`src/rtl/tage_pkg.sv`:
```
// Shared TAGE history-folding constants, per-table history lengths and typedefs.
// No logic; consumed by tage_fold_hist and its users.
// No flow control.
package tage_pkg;

    localparam int NUM_TABLES = 4;
    localparam int INDEX_LEN  = 10;
    localparam int TAG_LEN    = 8;

    // Geometric history lengths, shortest table first; each must fit in the global history.
    localparam int H [NUM_TABLES] = '{8, 16, 32, 64};

    typedef logic [INDEX_LEN-1:0] idx_t;
    typedef logic [TAG_LEN-1:0]   tag_t;

    typedef struct packed {
        idx_t               fi;
        tag_t               ft0;
        logic [TAG_LEN-2:0] ft1;
    } fold_state_t;

    function automatic int min_int(input int a, input int b);
        return (a < b) ? a : b;
    endfunction

endpackage

```
`src/rtl/fold_reg.sv`:
```
// One folded-history register: L-bit XOR-fold of the newest H history bits.
// Updates one cycle after a push or load; load takes priority over push.
// No backpressure: a push is accepted every cycle it is presented.
module fold_reg #(
    parameter int L = 8,
    parameter int H = 8
) (
    input  logic         clk,
    input  logic         rst,
    input  logic         we,
    input  logic         taken,
    input  logic         out_bit,
    input  logic         load,
    input  logic [L-1:0] load_dat,
    output logic [L-1:0] fold
);

    // The bit leaving the H-bit window lands at position H mod L after the rotate.
    localparam int POS = H % L;

    logic [L-1:0] fold_nxt;

    always_comb begin
        fold_nxt      = {fold[L-2:0], fold[L-1]};
        fold_nxt[0]   = fold_nxt[0] ^ taken;
        fold_nxt[POS] = fold_nxt[POS] ^ out_bit;
    end

    always_ff @(posedge clk) begin
        if (rst) begin
            fold <= '0;
        end else if (load) begin
            fold <= load_dat;
        end else if (we) begin
            fold <= fold_nxt;
        end
    end

endmodule

```
`src/rtl/tage_fold_hist.sv`:
```
// TAGE global history with per-table folded index/tag hashes and one checkpoint.
// Lookup latency 1 cycle; idx/tag hold when no lookup is presented.
// No backpressure: pushes, lookups and checkpoint operations are accepted every cycle.
module tage_fold_hist #(
    parameter int NUM_TABLES = tage_pkg::NUM_TABLES,
    parameter int GHIST_LEN  = 64,
    parameter int PHIST_LEN  = 16,
    parameter int INDEX_LEN  = tage_pkg::INDEX_LEN,
    parameter int TAG_LEN    = tage_pkg::TAG_LEN
) (
    input  logic                                 clk,
    input  logic                                 rst,
    input  logic                                 we,
    input  logic                                 taken,
    input  logic [PHIST_LEN-1:0]                 phist,
    input  logic                                 lookup_valid,
    input  logic [31:0]                          lookup_pc,
    input  logic                                 ckpt_save,
    input  logic                                 ckpt_restore,
    output logic                                 out_valid,
    output logic [NUM_TABLES-1:0][INDEX_LEN-1:0] idx,
    output logic [NUM_TABLES-1:0][TAG_LEN-1:0]   tag
);

    logic [GHIST_LEN-1:0] ghist, snap_ghist;

    logic [NUM_TABLES-1:0][INDEX_LEN-1:0] fi,  snap_fi;
    logic [NUM_TABLES-1:0][TAG_LEN-1:0]   ft0, snap_ft0;
    logic [NUM_TABLES-1:0][TAG_LEN-2:0]   ft1, snap_ft1;

    logic [NUM_TABLES-1:0][INDEX_LEN-1:0] ph_m;
    logic [NUM_TABLES-1:0][INDEX_LEN-1:0] idx_nxt;
    logic [NUM_TABLES-1:0][TAG_LEN-1:0]   tag_nxt;

    // Bits that never feed a hash.
    logic unused_pc;
    logic unused_ph;
    assign unused_pc = ^{lookup_pc[31:INDEX_LEN+2], lookup_pc[1:0]};
    assign unused_ph = ^phist;

    // Restore wins over both push and save.
    always_ff @(posedge clk) begin
        if (rst) begin
            ghist <= '0;
        end else if (ckpt_restore) begin
            ghist <= snap_ghist;
        end else if (we) begin
            ghist <= {ghist[GHIST_LEN-2:0], taken};
        end
    end

    always_ff @(posedge clk) begin
        if (rst) begin
            snap_ghist <= '0;
            snap_fi    <= '0;
            snap_ft0   <= '0;
            snap_ft1   <= '0;
        end else if (ckpt_save && !ckpt_restore) begin
            snap_ghist <= ghist;
            snap_fi    <= fi;
            snap_ft0   <= ft0;
            snap_ft1   <= ft1;
        end
    end

    for (genvar t = 0; t < NUM_TABLES; t++) begin : g_tbl
        localparam int HT = tage_pkg::H[t];
        localparam int PM = tage_pkg::min_int(HT, PHIST_LEN);

        fold_reg #(.L(INDEX_LEN), .H(HT)) u_fi (
            .clk      (clk),
            .rst      (rst),
            .we       (we),
            .taken    (taken),
            .out_bit  (ghist[HT-1]),
            .load     (ckpt_restore),
            .load_dat (snap_fi[t]),
            .fold     (fi[t])
        );

        fold_reg #(.L(TAG_LEN), .H(HT)) u_ft0 (
            .clk      (clk),
            .rst      (rst),
            .we       (we),
            .taken    (taken),
            .out_bit  (ghist[HT-1]),
            .load     (ckpt_restore),
            .load_dat (snap_ft0[t]),
            .fold     (ft0[t])
        );

        fold_reg #(.L(TAG_LEN-1), .H(HT)) u_ft1 (
            .clk      (clk),
            .rst      (rst),
            .we       (we),
            .taken    (taken),
            .out_bit  (ghist[HT-1]),
            .load     (ckpt_restore),
            .load_dat (snap_ft1[t]),
            .fold     (ft1[t])
        );

        // Short tables only see as much path history as they have global history.
        for (genvar b = 0; b < INDEX_LEN; b++) begin : g_ph
            if (b < PM) begin : g_on
                assign ph_m[t][b] = phist[b];
            end else begin : g_off
                assign ph_m[t][b] = 1'b0;
            end
        end

        assign idx_nxt[t] = lookup_pc[INDEX_LEN+1:2] ^ fi[t] ^ ph_m[t];
        assign tag_nxt[t] = lookup_pc[TAG_LEN+1:2] ^ ft0[t] ^ {ft1[t], 1'b0};
    end

    always_ff @(posedge clk) begin
        if (rst) begin
            out_valid <= 1'b0;
            idx       <= '0;
            tag       <= '0;
        end else begin
            out_valid <= lookup_valid;
            if (lookup_valid) begin
                idx <= idx_nxt;
                tag <= tag_nxt;
            end
        end
    end

endmodule

```
`config.mk`:
```
export PLATFORM = sky130hd
export DESIGN_NAME = tage_fold_hist
export DESIGN_NICKNAME = d
export VERILOG_FILES = /design/src/rtl/tage_pkg.sv /design/src/rtl/fold_reg.sv /design/src/rtl/tage_fold_hist.sv
export SDC_FILE = /design/constraint.sdc
export NUM_CORES = 1
export LEC_CHECK = 0
export CORE_MARGIN = 1
export CORE_UTILIZATION = 36
export DETAILED_ROUTE_END_ITERATION = 16
export PLACE_DENSITY_LB_ADDON = 0.15
export SLEW_MARGIN = 25
export SYNTH_ARGS = -nofsm -noshare
export SYNTH_HDL_FRONTEND = slang
export SYNTH_SLANG_ARGS = --single-unit
export TNS_END_PERCENT = 5
```
`constraint.sdc`:
```
create_clock -name clk -period 1.3 [get_ports clk]
set_input_delay 0.195 -clock clk [delete_from_list [all_inputs] [get_ports clk]]
set_output_delay 0.195 -clock clk [all_outputs]
set_load 0.03 [all_outputs]
```
==> metrics.csv <==
stage,metric,value,unit
floorplanning,die_w,224,um
sta,tightest_slew,549,ps
routing,via_count,13200,
critical_path,crit_family,flip-flops,
yosys,avgSynthCellArea,9.57,um^2
power_and_ir_drop,ir_drop,877,uV
critical_path,critical_path_class,flip-flop to output port,
routing,drc,0,
layout,fin_nets,2021,
clocking,worstSkewPairLatency,580,ps
yosys,synth_edf_count,0,
place,dp_hpwl,29700,um
critical_path,worstSetupEndpointType,output port,
clocking,htreeDepth,2,
sta,fmaxAchievable,0.783,GHz
clocking,cts_tree,done,
yosys,syn-num-nets,1910,
clocking,path_clk_slew,60,ps
floorplanning,coreArea,0.0481,mm^2
sta,skew,15.0,ps
place,pre_cts_ws,-457,ps
critical_path,r2r_cells,3,
yosys,synthCells,1855,
layout,antennaDiodeCount,0,
routing,wirelength,44800,um
global_routing,antenna_found_initial,2,
layout,fillers,4511,
power_and_ir_drop,p_total,0.0281,W
routing,drt_first_pass_iters,5,
sta,finalWorstSetupSlack,23.4,ps
yosys,yosys.area.top_type,dfxtp_1,
yosys,ys_top_cells_by_area,"dfxtp_1 (45%), mux2i_1 (9.7%), mux2_2 (9.1%)",
critical_path,slowest_stage,dfxtp_4,
routing,final_antenna_net_count,0,
yosys,synth-seq-area-share,0.452,
layout,area_delta_synth_final,23.6,%
floorplanning,dieArea,0.0502,mm^2
clocking,numCtsBuffers,45,
yosys,yosysUniqueCellTypes,29,
global_routing,grt_usage,0.181,
global_routing,grt_pass1_vias,12800,
layout,reg_top3,"ghist: 64 flops, snap_ghist: 64 flops",
sta,fin_crit,1280,ps
floorplanning,floorplan.initialDensity,0.369,
global_routing,grt_pass1_wl,72200,um
run_status,status,"complete, no violations",
yosys,synth_ff_type,dfxtp_1,
routing,drt_iter0_markers,775,
global_routing,grt_max_degree,104,
critical_path,crit_required,1110,ps
floorplanning,die_h,224,um
critical_path,cp_max_fo,2,
global_routing,top_usage_layer,met2,
critical_path,cp.buffers_inverters,1,
global_routing,met2_usage,0.296,
sta,setup_viol,0,
layout,final_layout_size_suffix_gt1_frac,0.241,
floorplanning,io_pins,128,
min_path,min_path_type,input port to flip-flop,
global_routing,grtUsageMet1,0.244,
layout,layout_commonest_cell,dfxtp_1,
power_and_ir_drop,p_leak,8.61,nW
sta,finalCritPeriodShare,0.982,
clocking,clock_sinks,401,
routing,wl_per_cell,16.9,um
power_and_ir_drop,power_density,1280,mW/mm^2
clocking,root_buffer,clkbuf_16,
global_routing,grt-ovfl-total,0,
critical_path,critical_path_arrival,1080,ps
yosys,ys_ff_latch,401,
min_path,hold_depth,2,
critical_path,crit_cells,1,
global_routing,met3_usage,0.0308,
yosys,synth_top_cell_area_share,0.452,
critical_path,crit_chain,buf_6,
yosys,async_flop_share,0,
clocking,clk_path_buf_depth,3,
sta,maxSlewHeadroom,0.634,
yosys,syn_area,0.0177,mm^2
sta,grt_setup_unrepaired,yes,
floorplanning,rows,80,
place,place.gp.congestion,0.765,
critical_path,slowest_delay,370,ps
place,port_buffers,99,
yosys,yosys_warnings,0,
sta,finalHoldViolations,0,
critical_path,cp-start-kind,flip-flop,
flow_run,cap_violations,0,
sta,slew_viol_final,0,
routing,drt-vias-per-instance,4.96,
layout,final_cell_mix,"dfxtp_1 (350), nand2_1 (344), nor2_1 (194)",
-- metrics by stage --
| step | hold WS, ps | area, um^2 | std cells | setup TNS [ps] | util |
|---|---|---|---|---|---|
| after floorplan | 398 | 17700 | 1855 | 0 | - |
| after global placement | 436 | 20300 | 2573 | -61880 | 0.422 |
| after detailed placement | 442 | 20300 | 2573 | -66990 | 0.422 |
| after CTS | 30.5 | 21900 | 2656 | -175 | 0.454 |
| after global routing | 84.1 | 21900 | 2656 | -67.7 | 0.456 |
| final | 64.6 | 21900 | 2656 | 0 | 0.456 |
-- synthesized netlist by cell type, drive strengths merged, types with 28 or more instances --
cell / number
dfxtp: 401
nor2: 194
xor3: 28
mux2i: 172
or4b: 38
inv: 38
a21oi: 182
clkbuf: 39
buf: 122
nand2: 344
mux2: 144
xnor2: 38
nand4b: 38
o311ai: 38
-- worst paths after layout --
path	startpoint	end	slack, ps
worst max register to register	g_tbl[3].u_fi.fold[9]	g_tbl[3].u_fi.fold[0]	90
worst min-delay path	rst	g_tbl[1].u_fi.fold[2]	60
worst max-delay path	idx[15]	idx[15]	20
worst min register to register	snap_ghist[8]	snap_ghist[8]	450
-- layout make-up --
class,count,area [um^2],share of cell area
Tap cell,656,821,0.0374
Clock buffer,70,1380,0.0629
Multi-Input combinational cell,1255,8710,0.397
Timing Repair Buffer,225,2690,0.123
Inverter,38,143,0.00650
Sequential cell,401,8120,0.370
Clock inverter,11,65.1,0.00297
-- metal layers --
metal	wire [um]	vias up
li1	-	6584
met1	21000	6320
met2	20900	194
met3	1950	61
met4	885	2
met5	11	-
-- power breakdown --
group / total, W / internal, W / switching [W] / leakage, nW
sequential: 0.0127 / 0.0125 / 0.000210 / 3.27
clock: 0.0124 / 0.00727 / 0.00514 / 0.721
combinational: 0.00294 / 0.00135 / 0.00160 / 4.62
-- timing repair --
action / in CTS / in global routing
endpoints found under the setup margin: 75 / 28
hold buffers: 1 / 0
endpoints found under the hold margin: 1 / 0
gates resized for setup: 418 / 21
buffers inserted: 1 / 0
-- kinds of logic after synthesis --
family,synth area share
simple gates,0.158
xor+xnor,0.0606
mux,0.188
buf+inv,0.0577
flops,0.452
compound gates,0.0832
No activity file was read; power rests on OpenSTA's default activity.
